<file path="src/rtl/uart_pkg.sv">
// Shared types and constants for the UART transmitter/receiver pair.
package uart_pkg;

    localparam int DATA_BITS = 8;
    localparam int N_MIN     = 2;

    typedef enum logic [1:0] {
        TX_IDLE,
        TX_START,
        TX_DATA,
        TX_STOP
    } tx_state_t;

    typedef enum logic [2:0] {
        RX_IDLE,
        RX_START,
        RX_DATA,
        RX_STOP,
        RX_WAIT_HIGH
    } rx_state_t;

    // Divisors below N_MIN cannot centre-sample, so they are clamped up.
    function automatic logic [15:0] eff_n(input logic [15:0] n);
        return (n < 16'(N_MIN)) ? 16'(N_MIN) : n;
    endfunction

endpackage

</file>
<file path="src/rtl/uart_bit_timer.sv">
// Down-counter that times one bit (or half bit); tick is high while the count is zero.
module uart_bit_timer
    import uart_pkg::*;
(
    input  logic        clk,
    input  logic        reset,
    input  logic        load,
    input  logic [15:0] load_val,
    output logic        tick,
    output logic        pre_tick
);

    logic [15:0] cnt_d, cnt_q;

    // A load of V makes tick rise in the V-th cycle after the load edge.
    always_comb begin
        cnt_d = cnt_q;
        if (load) begin
            cnt_d = load_val - 16'd1;
        end else if (cnt_q != 16'd0) begin
            cnt_d = cnt_q - 16'd1;
        end
    end

    always_ff @(posedge clk or negedge reset) begin
        if (!reset) begin
            cnt_q <= '0;
        end else begin
            cnt_q <= cnt_d;
        end
    end

    assign tick     = (cnt_q == 16'd0);
    assign pre_tick = (cnt_q == 16'd1);

endmodule

</file>
<file path="src/rtl/uart_txrx.sv">
// 8N1 UART: independent transmit and receive paths sharing one baud divisor.
module uart_txrx
    import uart_pkg::*;
#(
    parameter int SYNC_STAGES = 2
) (
    input  logic        clk,
    input  logic        reset,
    input  logic [7:0]  write_buffer,
    input  logic [15:0] uart_baud_control,
    input  logic        send,
    output logic        tx_line,
    output logic        busy,
    input  logic        rx_line,
    output logic [7:0]  read_data,
    output logic        data_valid,
    output logic        frame_error
);

    localparam int IDX_W = $clog2(DATA_BITS);
    localparam logic [IDX_W-1:0] LAST_BIT = IDX_W'(DATA_BITS - 1);

    logic [15:0] baud_eff;
    assign baud_eff = eff_n(uart_baud_control);

    tx_state_t            tx_state_d, tx_state_q;
    logic [DATA_BITS-1:0] tx_shift_d, tx_shift_q;
    logic [IDX_W-1:0]     tx_idx_d, tx_idx_q;
    logic [15:0]          tx_n_d, tx_n_q;
    logic                 tx_d, tx_q;
    logic                 busy_d, busy_q;
    logic                 tx_load, tx_tick, tx_pre_tick;
    logic [15:0]          tx_load_val;
    logic                 accept;

    uart_bit_timer u_tx_timer (
        .clk      (clk),
        .reset    (reset),
        .load     (tx_load),
        .load_val (tx_load_val),
        .tick     (tx_tick),
        .pre_tick (tx_pre_tick)
    );

    // A new send is taken from IDLE or in the last stop cycle, which gives gapless frames.
    always_comb begin
        tx_state_d  = tx_state_q;
        tx_shift_d  = tx_shift_q;
        tx_idx_d    = tx_idx_q;
        tx_n_d      = tx_n_q;
        tx_d        = tx_q;
        busy_d      = busy_q;
        tx_load     = 1'b0;
        tx_load_val = tx_n_q;
        accept      = send && ((tx_state_q == TX_IDLE) ||
                               (tx_state_q == TX_STOP && tx_tick));
        case (tx_state_q)
            TX_START: begin
                if (tx_tick) begin
                    tx_state_d = TX_DATA;
                    tx_d       = tx_shift_q[0];
                    tx_shift_d = tx_shift_q >> 1;
                    tx_idx_d   = '0;
                    tx_load    = 1'b1;
                end
            end
            TX_DATA: begin
                if (tx_tick) begin
                    tx_load = 1'b1;
                    if (tx_idx_q == LAST_BIT) begin
                        tx_state_d = TX_STOP;
                        tx_d       = 1'b1;
                    end else begin
                        tx_d       = tx_shift_q[0];
                        tx_shift_d = tx_shift_q >> 1;
                        tx_idx_d   = tx_idx_q + IDX_W'(1);
                    end
                end
            end
            TX_STOP: begin
                // busy drops one cycle early so a host can queue the next byte.
                if (tx_pre_tick) begin
                    busy_d = 1'b0;
                end
                if (tx_tick) begin
                    tx_state_d = TX_IDLE;
                end
            end
            default: begin
                tx_d   = 1'b1;
                busy_d = 1'b0;
            end
        endcase
        if (accept) begin
            tx_state_d  = TX_START;
            tx_shift_d  = write_buffer;
            tx_n_d      = baud_eff;
            tx_d        = 1'b0;
            busy_d      = 1'b1;
            tx_load     = 1'b1;
            tx_load_val = baud_eff;
        end
    end

    always_ff @(posedge clk or negedge reset) begin
        if (!reset) begin
            tx_state_q <= TX_IDLE;
            tx_shift_q <= '0;
            tx_idx_q   <= '0;
            tx_n_q     <= '0;
            tx_q       <= 1'b1;
            busy_q     <= 1'b0;
        end else begin
            tx_state_q <= tx_state_d;
            tx_shift_q <= tx_shift_d;
            tx_idx_q   <= tx_idx_d;
            tx_n_q     <= tx_n_d;
            tx_q       <= tx_d;
            busy_q     <= busy_d;
        end
    end

    assign tx_line = tx_q;
    assign busy    = busy_q;

    logic [SYNC_STAGES-1:0] sync_d, sync_q;
    logic                   rx_s;
    rx_state_t              rx_state_d, rx_state_q;
    logic [DATA_BITS-1:0]   rx_shift_d, rx_shift_q;
    logic [IDX_W-1:0]       rx_idx_d, rx_idx_q;
    logic [15:0]            rx_n_d, rx_n_q;
    logic [7:0]             read_data_d, read_data_q;
    logic                   data_valid_d, data_valid_q;
    logic                   frame_error_d, frame_error_q;
    logic                   rx_load, rx_tick, rx_pre_tick_unused;
    logic [15:0]            rx_load_val;

    uart_bit_timer u_rx_timer (
        .clk      (clk),
        .reset    (reset),
        .load     (rx_load),
        .load_val (rx_load_val),
        .tick     (rx_tick),
        .pre_tick (rx_pre_tick_unused)
    );

    assign sync_d = {sync_q[SYNC_STAGES-2:0], rx_line};
    assign rx_s   = sync_q[SYNC_STAGES-1];

    // The half-bit wait in START puts every later sample near the bit centre.
    always_comb begin
        rx_state_d    = rx_state_q;
        rx_shift_d    = rx_shift_q;
        rx_idx_d      = rx_idx_q;
        rx_n_d        = rx_n_q;
        read_data_d   = read_data_q;
        data_valid_d  = 1'b0;
        frame_error_d = 1'b0;
        rx_load       = 1'b0;
        rx_load_val   = rx_n_q;
        case (rx_state_q)
            RX_IDLE: begin
                if (!rx_s) begin
                    rx_state_d  = RX_START;
                    rx_n_d      = baud_eff;
                    rx_load     = 1'b1;
                    rx_load_val = baud_eff >> 1;
                end
            end
            RX_START: begin
                if (rx_tick) begin
                    if (rx_s) begin
                        rx_state_d = RX_IDLE;
                    end else begin
                        rx_state_d = RX_DATA;
                        rx_idx_d   = '0;
                        rx_load    = 1'b1;
                    end
                end
            end
            RX_DATA: begin
                if (rx_tick) begin
                    rx_shift_d = {rx_s, rx_shift_q[DATA_BITS-1:1]};
                    rx_load    = 1'b1;
                    if (rx_idx_q == LAST_BIT) begin
                        rx_state_d = RX_STOP;
                    end else begin
                        rx_idx_d = rx_idx_q + IDX_W'(1);
                    end
                end
            end
            RX_STOP: begin
                if (rx_tick) begin
                    if (rx_s) begin
                        read_data_d  = rx_shift_q;
                        data_valid_d = 1'b1;
                        rx_state_d   = RX_IDLE;
                    end else begin
                        frame_error_d = 1'b1;
                        rx_state_d    = RX_WAIT_HIGH;
                    end
                end
            end
            RX_WAIT_HIGH: begin
                if (rx_s) begin
                    rx_state_d = RX_IDLE;
                end
            end
            default: begin
                rx_state_d = RX_IDLE;
            end
        endcase
    end

    always_ff @(posedge clk or negedge reset) begin
        if (!reset) begin
            sync_q        <= '1;
            rx_state_q    <= RX_IDLE;
            rx_shift_q    <= '0;
            rx_idx_q      <= '0;
            rx_n_q        <= '0;
            read_data_q   <= '0;
            data_valid_q  <= 1'b0;
            frame_error_q <= 1'b0;
        end else begin
            sync_q        <= sync_d;
            rx_state_q    <= rx_state_d;
            rx_shift_q    <= rx_shift_d;
            rx_idx_q      <= rx_idx_d;
            rx_n_q        <= rx_n_d;
            read_data_q   <= read_data_d;
            data_valid_q  <= data_valid_d;
            frame_error_q <= frame_error_d;
        end
    end

    assign read_data   = read_data_q;
    assign data_valid  = data_valid_q;
    assign frame_error = frame_error_q;

endmodule

</file>
<file path="config.mk">
export PLATFORM = sky130hd
export DESIGN_NAME = uart_txrx
export DESIGN_NICKNAME = d
export VERILOG_FILES = /design/src/rtl/uart_pkg.sv /design/src/rtl/uart_bit_timer.sv /design/src/rtl/uart_txrx.sv
export SDC_FILE = /design/constraint.sdc
export NUM_CORES = 1
export LEC_CHECK = 0
export ABC_CLOCK_PERIOD_IN_PS = 4100
export CORE_ASPECT_RATIO = 0.8
export CORE_MARGIN = 3
export CORE_UTILIZATION = 59
export DETAILED_ROUTE_END_ITERATION = 8
export PLACE_DENSITY_LB_ADDON = 0.12
export SLEW_MARGIN = 15
export SYNTH_ARGS = -nofsm -noshare
export SYNTH_HDL_FRONTEND = slang
export SYNTH_SLANG_ARGS = --single-unit
</file>
<file path="constraint.sdc">
create_clock -name clk -period 4.1 [get_ports clk]
set_input_delay 1.23 -clock clk [delete_from_list [all_inputs] [get_ports clk]]
set_output_delay 1.23 -clock clk [all_outputs]
set_load 0.01 [all_outputs]
</file>
=== Word level (Yosys, flattened, before mapping) ===
Index checks and enable logic that the tools add are counted.

* Add/sub/neg operators: 6
* Magnitude comparators: 1
* Eq/ne operators: 29
* Muxes and demuxes: 56
* Bitwise operators: 1
* Reductions and logical operators: 26

{| class="wikitable"
|+ Operators by type and width
! operator !! count
|-
| two-way mux 16 bit || 8
|-
| subtractor 16 x 1 -> 16 bit (second input constant) || 4
|-
| two-way mux 3 bit || 14
|-
| logical NOT 16 bit || 2
|-
| two-way mux 8 bit || 4
|-
| nonzero test 16 bit || 2
|-
| inequality test 2 bit (second input constant) || 12
|-
| inequality test 3 bit (second input constant) || 6
|-
| equality test 16 x 1 -> 1 bit (second input constant) || 1
|-
| < comparator 16 x 2 -> 1 bit (second input constant) || 1
|-
| two-way mux 1 bit || 16
|-
| one-hot mux 8 bit (2 select lines) || 1
|-
| one-hot mux 3 bit (5 select lines) || 1
|-
| two-way mux 2 bit || 6
|-
| one-hot mux 3 bit (2 select lines) || 2
|-
| AND reduction 5 bit || 2
|-
| equality test 3 bit (second input constant) || 3
|-
| AND reduction 4 bit || 2
|-
| nonzero test 2 bit || 4
|-
| adder 3 x 1 -> 3 bit (second input constant) || 2
|-
| equality test 3 x 2 -> 1 bit (second input constant) || 2
|-
| one-hot mux 1 bit (3 select lines) || 2
|-
| one-hot mux 2 bit (3 select lines) || 1
|-
| AND reduction 2 bit || 3
|-
| other kinds (15) || 18
|}

* Register bits after elaboration: 105
* Word-level logic and storage cells: 135

=== Longest topological paths before layout ===
Gate-level depths: netlist of run 1.

* Depth after elaboration: 7
* Gate-level depth with buffers: 16
* Depth with buffers taken out: 13

=== By module ===
Synthesis of run 1 repeated with hierarchy kept, for this count alone.

* Cells, all modules: 590
* Area total of the unflattened synthesis: 5621.6 µm²

{| class="wikitable"
|+ By module, submodules not included
! module !! instances !! cells each !! area an instance (µm²) !! sequential area each (µm²)
|-
| uart_txrx || 1 || 318 || 3234.4 || 1830.5
|-
| uart_bit_timer || 2 || 136 || 1193.6 || 400.4
|}

=== Worst setup path after synthesis of run 1 ===
OpenSTA, ideal clock, no wires.

* Kind: input-to-reg
* Start point: input port send
* End point: register u_tx_timer.cnt_q[14]
* Setup time: 94 ps
* Arrival time: 3619 ps
* Required time: 4006 ps
* Slack: 387 ps
* Stages: 13
* Cell sequence: nand2_1 o21a_1 clkbuf_1 clkbuf_1 clkbuf_1 nor2_1 a21oi_1 ha_1 nand3b_1 mux2_2 o21ba_2 xnor2_1 a211oi_1

* Longest elaborated chain between the ends: 4
* Elaborated cells on any way between the ends: 6
* Those cells by class: 1 x add/sub; 3 x mux; 2 x reduce/logical

{| class="wikitable"
|+ Ends and longest elaborated chain
! item !! RTL line !! text
|-
| start, declared || uart_txrx.sv:11 || <nowiki>input logic send,</nowiki>
|-
| logical AND 1 bit (*) || uart_txrx.sv:55 || <nowiki>accept = send && ((tx_state_q == TX_IDLE) ||</nowiki>
|-
| two-way mux 16 bit || -- ||
|-
| subtractor 16 x 1 -> 16 bit || uart_bit_timer.sv:19 || <nowiki>cnt_d = load_val - 16'd1;</nowiki>
|-
| two-way mux 16 bit || uart_bit_timer.sv:18 || <nowiki>if (load) begin</nowiki>
|-
| end signal, assigned || uart_bit_timer.sv:29 || <nowiki>cnt_q <= cnt_d;</nowiki>
|-
| end, declared || uart_bit_timer.sv:13 || <nowiki>logic [15:0] cnt_d, cnt_q;</nowiki>
|}

Mark *: on every way between the ends. The rest lies on a longest branch, timed or not.
A chain may end at the register's enable or synchronous reset.

=== Worst setup path after layout of run 1 ===
* Start point: input port uart_baud_control[6]
* End point: register u_tx_timer.cnt_q[14]

* Longest elaborated chain between the ends: 5

{| class="wikitable"
|+ Ends and longest elaborated chain
! item !! RTL line !! text
|-
| start, declared || uart_txrx.sv:10 || <nowiki>input logic [15:0] uart_baud_control,</nowiki>
|-
| < comparator 16 x 2 -> 1 bit || uart_pkg.sv:24 || <nowiki>return (n < 16'(N_MIN)) ? 16'(N_MIN) : n;</nowiki>
|-
| two-way mux 16 bit (*) || uart_pkg.sv:24 ||
|-
| two-way mux 16 bit (*) || -- ||
|-
| subtractor 16 x 1 -> 16 bit (*) || uart_bit_timer.sv:19 ||
|-
| two-way mux 16 bit (*) || uart_bit_timer.sv:18 ||
|}

Marks and branches as above.

==> results.md, run 1 <==
* Status: finished, final reports clean
* Worst-path maximum fanout at 4
* Placed cells at 796
* Max_cap viols at 0
* Port-buffer cells at 39
* Antenna cell count at 0
* Post-CTS resize count at 0
* DIE HEIGHT at 94.17 um
* Post-synth EDFFs at 0
* Syn nets at 681
* Avg Cell Area, Syn at 8.972 sq um
* Placed cell area at 6385 sq um
* Ys flop type: dfrtp_1
* Final std cells w/o fill at 812
* CTS clk-pin slew, worst paths at 0.07 ns
* Hold bufs inserted after CTS at 0
* Detailed Route WL at 13.69 mm
* Yosys reg bits at 105
* Drt first pass iters at 5
* Worst EP required at 4.36 ns
* Sequential share of the synthesized area at 45.90%
* Detailed Place HPWL at 9.816 mm
* Unrepaired setup endpoints after global routing: false
* H-tree Lvls at 3
* Setup Skew at 0.006965 ns
* Io pins at 40
* Final min period at 3.802 ns
* Post-route cell area at 6689 sq um
* Worst vdd ir at 0.2382 mV
* Max clock buf depth at 2
* Hold Vio Cnt, Final at 0
* Via Count at 4,989
* Post-CTS Setup Inserts at 0
* DRT antenna net count at 0
* CP Launch Type: primary input
* Clock sinks at 105
* CP Cell Sequence: clkdlybuf4s50_1 > or4_1 > nor2_1 > nand2_1 > o21ai_0 > nor2_1 > a21oi_1 > ha_1 > nand3b_1 > mux2_2 > o21ba_2 > xnor2_1 > a211oi_1
* Sequential share of power at 48.8%
* Most numerous cell in the Yosys netlist: nand2_1
* Pins Over Slew Limit at 0
* Starting density of the core at 61.84%
* Cell family with the largest share of critical-path delay: simple AND/OR/NAND/NOR gates
* Root Driver: clkbuf_16
* Synth top area share at 44.52%
* Synth area leaders: dfrtp_1 45%, nand2_1 9.9%, mux2i_1 3.7%
* FMAX at 263.0 MHz
* Clock latency at the later pin of the worst-skew pair at 0.34 ns
* Synth top cells by count: 151 x nand2_1, 102 x dfrtp_1, 46 x nor2_1
* Area grow syn2layout at 16.67%
* Buf/Inv on CP at 1
* Grt total ovfl at 0
* Leakage power at 3.097 nW
* Comb pwr share at 13.7%
* Pin count of the biggest net entering global routing at 40
* YS warnings at 0
* FP Rows at 31
* Share of cells above drive strength 1 at 11.05%
* Worst Max-Slew Pin Slew at 0.9057 ns
* Critical path's most frequent cell: nor2_1
* Cts bufs inserted at 9
* Syn Inst Count at 639
* Final setup vio count at 0
* Die width at 116.2 um
* Worst setup EP type: register
* Final Util at 72.16%
* Via count of the first global-routing pass at 4,857
* Post-synth ARST share at 100.0%
* Hold Path Class: reg2reg
* Vias per cell at 6.144
* Total GRT Usage at 26.60%
* Arr. time, crit path at 4.06 ns
* Core area at 9270 sq um
* Synth unique cells at 58
* Net Sw Frac at 25.77%
* Initial DRC count at 430
* Antenna violations before repair at 0
* First-pass GRT wire length at 23.11 mm
* Critical path's slowest cell: or4_1
* Clock Power Share at 37.5%
* Remaining DRCs at 0
* Pwr dens at 350.0 nW/um^2
* Crit share post-route at 92.74%
* Switch Pwr at 0.0006032 W
* DIE AREA at 10,940 sq um
* Slew headroom at 39.62%
* Kind of critical path: in2reg
* WL per Instance at 16.86 um
* Area leader, netlist: dfrtp_1
* GP Congestion at 0.8523
* Crit-path max cell delay at 0.58 ns
* Internal power at 0.001738 W
* Fin nets at 734
* Post-synthesis cell area at 5733 sq um
* CTS tree: done
-- cell usage in the layout, fill, tap and decap left out, types with 3 or more instances in the layout --
cell and n:
or4_1 6, nand2b_1 6, a21o_1 5, nand3b_1 3, a211o_1 4, o31ai_1 3, clkdlybuf4s50_1 38, a211oi_1 6
inv_1 12, a22o_1 4, nor2_1 46, and2_1 3, nand4_1 6, o21ai_0 41, or3_1 8, a41oi_1 5
mux2i_1 21, a21oi_1 35, nor3_1 20, buf_4 32, dfstp_2 3, dfrtp_1 102, clkbuf_16 9, mux2_2 15
nand2_1 151, o22ai_1 4, and3_1 5, or2_2 4, nor4_1 10, nor4b_1 3, xnor2_1 15, ha_1 14
nand3_1 6, nor3b_1 3, xor2_1 12
-- state kept, by name (all words and copies together), names as in the netlist --
name and flops:
rx_n_q 16, tx_n_q 16, u_rx_timer.cnt_q 16, u_tx_timer.cnt_q 16
read_data 8, rx_shift_q 8, tx_shift_q 8, rx_idx_q 3
rx_state_q 3, tx_idx_q 3, sync_q 2, tx_state_q 2
busy 1, data_valid 1, frame_error 1, tx_line 1
-- worst register-to-register path: stages, from the launching register on --
cell and delay [ns]:
dfrtp_1 0.44, inv_1 0.13, ha_1 0.18, nor4b_1 0.30, nand4_1 0.46, o21ai_4 0.53
a21o_1 0.21, ha_1 0.19, nand3b_1 0.08, mux2_2 0.32, o21ba_2 0.26, xnor2_1 0.06
a211oi_1 0.21
-- layout make-up --
type | count | area (sq um)
inverters | 13 | 48.80
multi-input cells | 493 | 2940
clock buffers | 11 | 242.7
well taps | 115 | 143.9
flip-flops and latches | 105 | 2631
clock inverters | 5 | 61.31
fillers | 717 | 2581
repair buffers | 70 | 620.6
-- path summary, 6_finish.rpt --
check	start	cells past startpoint	slack, ns	to
max	uart_baud_control[6]	13	0.30	u_tx_timer.cnt_q[14]$_DFFE_PN0P_
min	sync_q[0]$_DFF_PN1_	0	0.36	sync_q[1]$_DFF_PN1_
max reg2reg	u_tx_timer.cnt_q[0]$_DFFE_PN0P_	12	0.66	u_tx_timer.cnt_q[14]$_DFFE_PN0P_
min reg2reg	sync_q[0]$_DFF_PN1_	0	0.36	sync_q[1]$_DFF_PN1_
max in group asynchronous	reset	2	2.38	tx_line$_DFFE_PN1P_
min in group asynchronous	reset	1	0.85	rx_n_q[13]$_DFFE_PN0P_
-- kinds of logic after synthesis --
logic type | Yosys count | synth area share (%)
mux | 37 | 6.809
buf+inv | 41 | 3.055
compound gates | 126 | 13.79
xor+xnor | 27 | 4.125
flops | 105 | 45.90
simple gates | 289 | 23.27
fa+ha+maj | 14 | 3.055
-- power groups by stage --
stage | Clock (W) | Combinational [W] | Sequential [W]
finish | 0.000878 | 0.000320 | 0.00114
global route | 0.000946 | 0.000362 | 0.00115
CTS | 0.000891 | 0.000316 | 0.00114
detailed placement | 0 | 0.000314 | 0.00116
global placement | 0 | 0.000302 | 0.00116
floorplan | 0 | 0.000206 | 0.00115
-- stage by stage --
step | total power (W) | hold WS, ns | setup slack [ns] | setup TNS, ns
2_1_floorplan | 0.001352 | 0.3452 | 0.3871 | 0
3_3_place_gp | 0.001459 | 0.3467 | 0.02853 | 0
3_5_place_dp | 0.001474 | 0.3510 | -0.08952 | -0.08952
4_1_cts | 0.002348 | 0.3614 | 0.2849 | 0
5_1_grt | 0.002456 | 0.3635 | 0.03505 | 0
6_report | 0.002341 | 0.3599 | 0.2975 | 0
-- layer usage --
metal	vias up	GRT usage [%]	part of all wire (%)
met1	2396	38.23	46
met4	0	7.923	2.0
met5	-	0	0
met2	204	40.28	45
met3	33	6.053	7.0
li1	2356	-	-
Power figures use the tool's default switching activity.
==> run 2: changes to the inputs <==
SYNTH_HIERARCHICAL = 1   (was unset)
==> run 2 against run 1 <==
Sequential power is 4% higher. Power fell by 1.8%. Final area shrank 2.2%. Combinational power shrank 14%. Routed wire length down 6.0%. Worst setup slack worse by 0.027 ns. Maximum frequency is 0.71% lower. Register-to-register slack lost 0.28 ns. Hold slack improved by 0.0097 ns. Synthesized area shrank 2.3%. Clock power down 5.5%. Largest power group unchanged.
==> results.md, run 2 <==
* Final min period at 3.830 ns (+0.02716 ns)
* Post-CTS resize count at 0 (unchanged)
* Placed cell area at 6251 sq um (-2.1%)
* Max clock buf depth at 2 (unchanged)
* Pin count of the biggest net entering global routing at 59 (+48%)
* Post-synthesis cell area at 5600 sq um (-2.3%)
* GR peak layer: met2
* Starting density of the core at 61.18% (-0.66 points)
* Syn nets at 630 (-7.5%)
* First-pass GRT wire length at 22.00 mm (-4.8%)
* Remaining DRCs at 0 (unchanged)
* Hold bufs inserted after CTS at 0 (unchanged)
* Clock Power Share at 36.1% (-1.4 points)
* Worst setup EP type: register
* CTS tree: done
* FF+latch area at 2631 sq um (unchanged)
* Critical path's slowest cell: clkdlybuf4s50_1
* WL per Instance at 16.77 um (-0.48%)
* DRT antenna net count at 0 (unchanged)
* Cell family with the largest share of critical-path delay: simple AND/OR/NAND/NOR gates
* Vias per cell at 5.907 (-3.9%)
* Met1 Use GR at 35.70% (-2.5 points)
* Area grow syn2layout at 16.78% (about the same)
* Die width at 114.9 um (-1.1%)
* Syn Inst Count at 588 (-8.0%)
* Number of fill cells in the layout at 718 (+0.14%)
* Grt total ovfl at 0 (unchanged)
* Final Util at 71.45% (-0.71 points)
* H-tree Lvls at 3 (unchanged)
* Buf/Inv on CP at 3 (+2)
* FP Rows at 31 (unchanged)
* Worst EP required at 4.31 ns (-0.05 ns)
* Clock sinks at 105 (unchanged)
* Clock latency at the later pin of the worst-skew pair at 0.35 ns (about the same)
* Sequential share of power at 51.9% (+3.1 points)
* Post-CTS Setup Inserts at 0 (unchanged)
* Worst vdd ir at 0.2242 mV (-5.9%)
* Antenna cell count at 0 (unchanged)
* Setup Skew at 0.01014 ns (+0.003180 ns)
* Via count of the first global-routing pass at 4,557 (-6.2%)
* Detailed Place HPWL at 9.418 mm (-4.1%)
* Hold Vio Cnt, Final at 0 (unchanged)
* CP Launch Type: primary input
* Internal power at 0.001671 W (-3.8%)
* FMAX at 261.1 MHz (-0.71%)
* Comb pwr share at 12.0% (-1.7 points)
* Kind of critical path: in2reg
* Net Sw Frac at 27.28% (+1.5 points)
* Slew headroom at 41.82% (+2.2 points)
* Fin nets at 689 (-6.1%)
* Core area at 9154 sq um (-1.3%)
* Crit share post-route at 93.41% (+0.66 points)
* DIE AREA at 10,700 sq um (-2.2%)
* Switch Pwr at 0.0006269 W (+3.9%)
* Leakage power at 2.950 nW (-4.8%)
* Most frequent cells in the layout: 138 x nand2_1, 102 x dfrtp_1, 50 x nor2_1
* Multi-input gate area at 2848 sq um (-3.1%)
* Post-route cell area at 6540 sq um (-2.2%)
* Placed cells at 751 (-5.7%)
* Hold Path Class: reg2reg
* Avg Cell Area, Syn at 9.524 sq um (+6.2%)
* Port-buffer cells at 39 (unchanged)
* Via Count at 4,531 (-9.2%)
* Most common cell after layout, fill and taps aside: nand2_1
* Initial DRC count at 424 (-1.4%)
* Drt first pass iters at 5 (unchanged)
* Detailed Route WL at 12.87 mm (-6.0%)
* YS warnings at 6 (+6)
* CTS clk-pin slew, worst paths at 0.07 ns (about the same)
* Pins Over Slew Limit at 0 (unchanged)
* Share of cells above drive strength 1 at 12.73% (+1.7 points)
* Pwr dens at 351.4 nW/um^2 (+0.41%)
* Final setup vio count at 0 (unchanged)
* Io pins at 40 (unchanged)
* Min-Delay Startpoint: sync_q[0]$_DFF_PN1_
* Cts bufs inserted at 9 (unchanged)
* DIE HEIGHT at 93.14 um (-1.1%)
* Total GRT Usage at 25.73% (-0.87 points)
* Max_cap viols at 0 (unchanged)
* Critical path's most frequent cell: nor4_1
* Met2 usage at 41.09% (+0.81 points)
* GP Congestion at 0.8370 (-1.8%)
* Worst Max-Slew Pin Slew at 0.8708 ns (-0.03490 ns)
* Hold slack at 0.3696 ns (+0.009678 ns)
* RR Startpoint: u_tx_timer/cnt_q[0]$_DFFE_PN0P_
* Antenna violations before repair at 0 (unchanged)
* CP Cell Sequence: clkdlybuf4s50_1 > nor4_1 > buf_4 > and4_1 > or3_1 > o21a_1 > inv_1 > ha_1 > nor3b_1 > nand3b_1 > nor4_1 > xnor2_1 > a21oi_1
* Root Driver: clkbuf_16
* Crit-path max cell delay at 0.52 ns (-0.06 ns)
* Worst-path maximum fanout at 4 (unchanged)
* Status: finished, final reports clean
* Critical path origin: uart_baud_control[10]
* Arr. time, crit path at 4.04 ns (-0.02 ns)
* Met3 Use GR at 5.821% (-0.23 points)
* Unrepaired setup endpoints after global routing: false
* Final std cells w/o fill at 767 (-5.5%)
-- run 2: area by class of cell --
type / instances / share of cell area (%)
tap: 115 / 2.200
inverter: 12 / 0.6887
clock buffer: 11 / 3.712
sequential: 105 / 40.23
clock inverter: 5 / 0.7079
timing repair buffer: 65 / 8.915
multi-input combinational: 454 / 43.54
-- run 2: worst paths after layout --
check,slack (ns),cells after the start,to
max in group asynchronous,2.32,2,tx_n_q[15]$_DFF_PN0_
min in group asynchronous,0.94,1,u_tx_timer/cnt_q[2]$_DFFE_PN0P_
worst min-delay path,0.37,0,sync_q[1]$_DFF_PN1_
worst max-delay path,0.27,13,u_rx_timer/cnt_q[12]$_DFFE_PN0P_
worst max register to register,0.38,14,u_tx_timer/cnt_q[12]$_DFFE_PN0P_
worst min register to register,0.37,0,sync_q[1]$_DFF_PN1_
-- run 2: stage by stage --
stage	setup TNS, ns	power [W]	worst slack, ns
after floorplan	0	0.001366	0.1613
after global placement	0	0.001468	0.07850
after detailed placement	-0.03238	0.001483	-0.01765
after CTS	0	0.002317	0.3311
after global routing	0	0.002400	0.07856
final	0	0.002298	0.2704
-- run 2: layer usage --
metal  share of wire, %  vias up
met2                 47      118
met1                 47     2224
met4                1.1        0
met3                5.0       16
met5                  0        -
li1                   -     2173
-- run 2: power by group through the flow --
| stage | Combinational, W | Sequential [W] | Clock, W |
|---|---|---|---|
| 2_1_floorplan | 0.000178 | 0.00119 | 0 |
| 3_3_place_gp | 0.000266 | 0.00120 | 0 |
| 3_5_place_dp | 0.000276 | 0.00121 | 0 |
| 4_1_cts | 0.000278 | 0.00119 | 0.000850 |
| 5_1_grt | 0.000308 | 0.00120 | 0.000889 |
| 6_report | 0.000276 | 0.00119 | 0.000830 |
==> run 3: changes to the inputs <==
CORE_UTILIZATION = 60   (was 59)
DONT_BUFFER_PORTS = 1   (was unset)
==> run 3 against run 2 <==
Sequential power is essentially flat. Power shrank 0.99%. Die area shrank 1.6%. Clock power grew 5.5%. Flip-flop and latch count is the same. Final area shrank 7.3%. First-iteration DRC count shrank 29%. Sequential share of layout area grew 3.1 points.
==> results.md, run 3 (same netlist as run 2, synthesis figures left out) <==
* Setup TNS at 0 ns (unchanged)
* Io pins at 40 (unchanged)
* Max_cap viols at 0 (unchanged)
* Pin count of the biggest net entering global routing at 106 (+80%)
* Most common cell after layout, fill and taps aside: nand2_1
* DIE AREA at 10,540 sq um (-1.6%)
* Min-Delay Startpoint: sync_q[0]$_DFF_PN1_
* Hold Vio Cnt, Final at 0 (unchanged)
* Sequential share of power at 52.1% (+0.2 points)
* CP Cell Sequence: inv_1 > ha_1 > or3b_2 > nor4_4 > a21o_1 > nand2_1 > buf_4 > nor3_1 > nor2_1 > inv_1 > ha_1 > nor3b_1 > nand3b_1 > nor4_2 > xnor2_1 > a21oi_1
* WL per Instance at 17.38 um (+3.6%)
* Die width at 114.0 um (-0.79%)
* RR Startpoint: u_tx_timer/cnt_q[0]$_DFFE_PN0P_
* Critical path's slowest cell: or3b_2
* Via Count at 4,316 (-4.7%)
* Clock Power Share at 38.5% (+2.4 points)
* H-tree Lvls at 3 (unchanged)
* Detailed Route WL at 12.32 mm (-4.2%)
* Number of fill cells in the layout at 692 (-3.6%)
* Remaining DRCs at 0 (unchanged)
* Arr. time, crit path at 4.00 ns (-0.04 ns)
* Total GRT Usage at 24.28% (-1.4 points)
* Buf/Inv on CP at 3 (unchanged)
* Worst EP required at 4.32 ns (about the same)
* Port-buffer cells at 0 (-100%)
* CTS tree: done
* Max clock buf depth at 2 (unchanged)
* Multi-input gate area at 2860 sq um (+0.44%)
* Placed cells at 693 (-7.7%)
* Routed wl met2 at 5.295 mm (-12%)
* Initial DRC count at 303 (-29%)
* First-pass GRT wire length at 20.23 mm (-8.0%)
* Clock latency at the later pin of the worst-skew pair at 0.35 ns (about the same)
* Worst vdd ir at 0.3278 mV (+46%)
* Detailed Place HPWL at 8.981 mm (-4.6%)
* Grt total ovfl at 0 (unchanged)
* CP Launch Type: register
* Unrepaired setup endpoints after global routing: false
* Leakage power at 2.735 nW (-7.3%)
* DRT antenna net count at 0 (unchanged)
* Critical path origin: u_tx_timer/cnt_q[0]$_DFFE_PN0P_
* Clock sinks at 105 (unchanged)
* Status: finished, final reports clean
* Final min period at 3.786 ns (-0.04353 ns)
* PnR Total Power at 0.002276 W (-0.99%)
* FP Rows at 30 (-3.2%)
* Starting density of the core at 63.76% (+2.6 points)
* Internal power at 0.001646 W (-1.5%)
* Share of cells above drive strength 1 at 11.56% (-1.2 points)
* WL met1 at 5.800 mm (-4.4%)
* Antenna cell count at 0 (unchanged)
* Pins Over Slew Limit at 0 (unchanged)
* Met3 wire length at 994 um (+56%)
* Final std cells w/o fill at 709 (-7.6%)
* Final Util at 69.06% (-2.4 points)
* FMAX at 264.1 MHz (+1.1%)
* Hold bufs inserted after CTS at 0 (unchanged)
* Cell family with the largest share of critical-path delay: simple AND/OR/NAND/NOR gates
* Worst Max-Slew Pin Slew at 0.8461 ns (-0.02465 ns)
* Final setup vio count at 0 (unchanged)
* Antenna violations before repair at 0 (unchanged)
* Worst setup EP type: register
* Crit share post-route at 92.34% (-1.1 points)
* Area grow syn2layout at 8.311%
* Via count of the first global-routing pass at 4,055 (-11%)
* Vias per cell at 6.087 (+3.0%)
* Hold Path Class: reg2reg
* Max Used Layer: met4
* Pwr dens at 375.1 nW/um^2 (+6.8%)
* GP Congestion at 0.8896 (+6.3%)
* Core area at 8783 sq um (-4.0%)
* Net Sw Frac at 27.65% (+0.37 points)
* Drt first pass iters at 5 (unchanged)
* Comb pwr share at 9.3% (-2.7 points)
* Setup Skew at 0.008222 ns (-0.001922 ns)
* Fin nets at 634 (-8.0%)
* Cts bufs inserted at 9 (unchanged)
* DIE HEIGHT at 92.41 um (-0.78%)
* Slew headroom at 43.47% (+1.6 points)
* Hold slack at 0.3601 ns (-0.009508 ns)
* FF+latch area at 2631 sq um (unchanged)
* Kind of critical path: reg2reg
* CTS clk-pin slew, worst paths at 0.08 ns (about the same)
* Most frequent cells in the layout: 138 x nand2_1, 102 x dfrtp_1, 50 x nor2_1
* Worst-path maximum fanout at 10 (+6)
* Root Driver: clkbuf_16
* Switch Pwr at 0.0006291 W (+0.36%)
* Crit-path max cell delay at 0.50 ns (-0.02 ns)
## run 3: changes by cell type in the layout (fill, tap and decap cells not counted), moves of 2 or more
cell / before / now
nor4_1: 14 / 12
nor4_2: 2 / 4
buf_4: 27 / 10
clkinv_8: 0 / 2
clkdlybuf4s50_1: 38 / 0
## run 3: stage by stage
step                      area, sq um  worst slack [ns]
after floorplan                  5600            0.1613
after global placement           5739            0.5472
after detailed placement         5739            0.3092
after CTS                        6053            0.2612
after global routing             6066            0.1263
final                            6066            0.3139
## run 3: final timing paths
path,end,slack (ns),depth (start not counted)
max,u_tx_timer/cnt_q[12]$_DFFE_PN0P_,0.31,16
min,sync_q[1]$_DFF_PN1_,0.36,0
max reg2reg,u_tx_timer/cnt_q[12]$_DFFE_PN0P_,0.31,16
min reg2reg,sync_q[1]$_DFF_PN1_,0.36,0
max in group asynchronous,sync_q[1]$_DFF_PN1_,3.29,0
min in group asynchronous,u_tx_timer/cnt_q[6]$_DFFE_PN0P_,0.57,0
## run 3: layer usage
layer / vias to the layer above / GRT usage (%)
li1: 2064 / -
met1: 2053 / 35.67
met2: 177 / 34.84
met3: 22 / 7.250
met4: 0 / 7.023
met5: - / 0
## run 3: cell type report
type                    count  area share, %
multi-input cells         454          47.15
clock buffers               9          3.713
inverters                  12         0.7426
repair buffers             10          1.238
clock inverters             7          1.465
flip-flops and latches    105          43.38
well taps                 112          2.310
## run 3: repair_timing
item | in CTS | in global routing
endpoints found under the setup margin | 0 | 1
gates resized for setup | 0 | 2
endpoints found under the hold margin | 0 | 0
buffers inserted | 0 | 0
## run 3: power groups by stage
stage	sequential, W	combinational (W)	clock, W
floorplan	0.00119	0.000178	0
global placement	0.00120	0.000205	0
detailed placement	0.00120	0.000213	0
CTS	0.00119	0.000213	0.000897
global route	0.00120	0.000239	0.000936
finish	0.00119	0.000213	0.000876
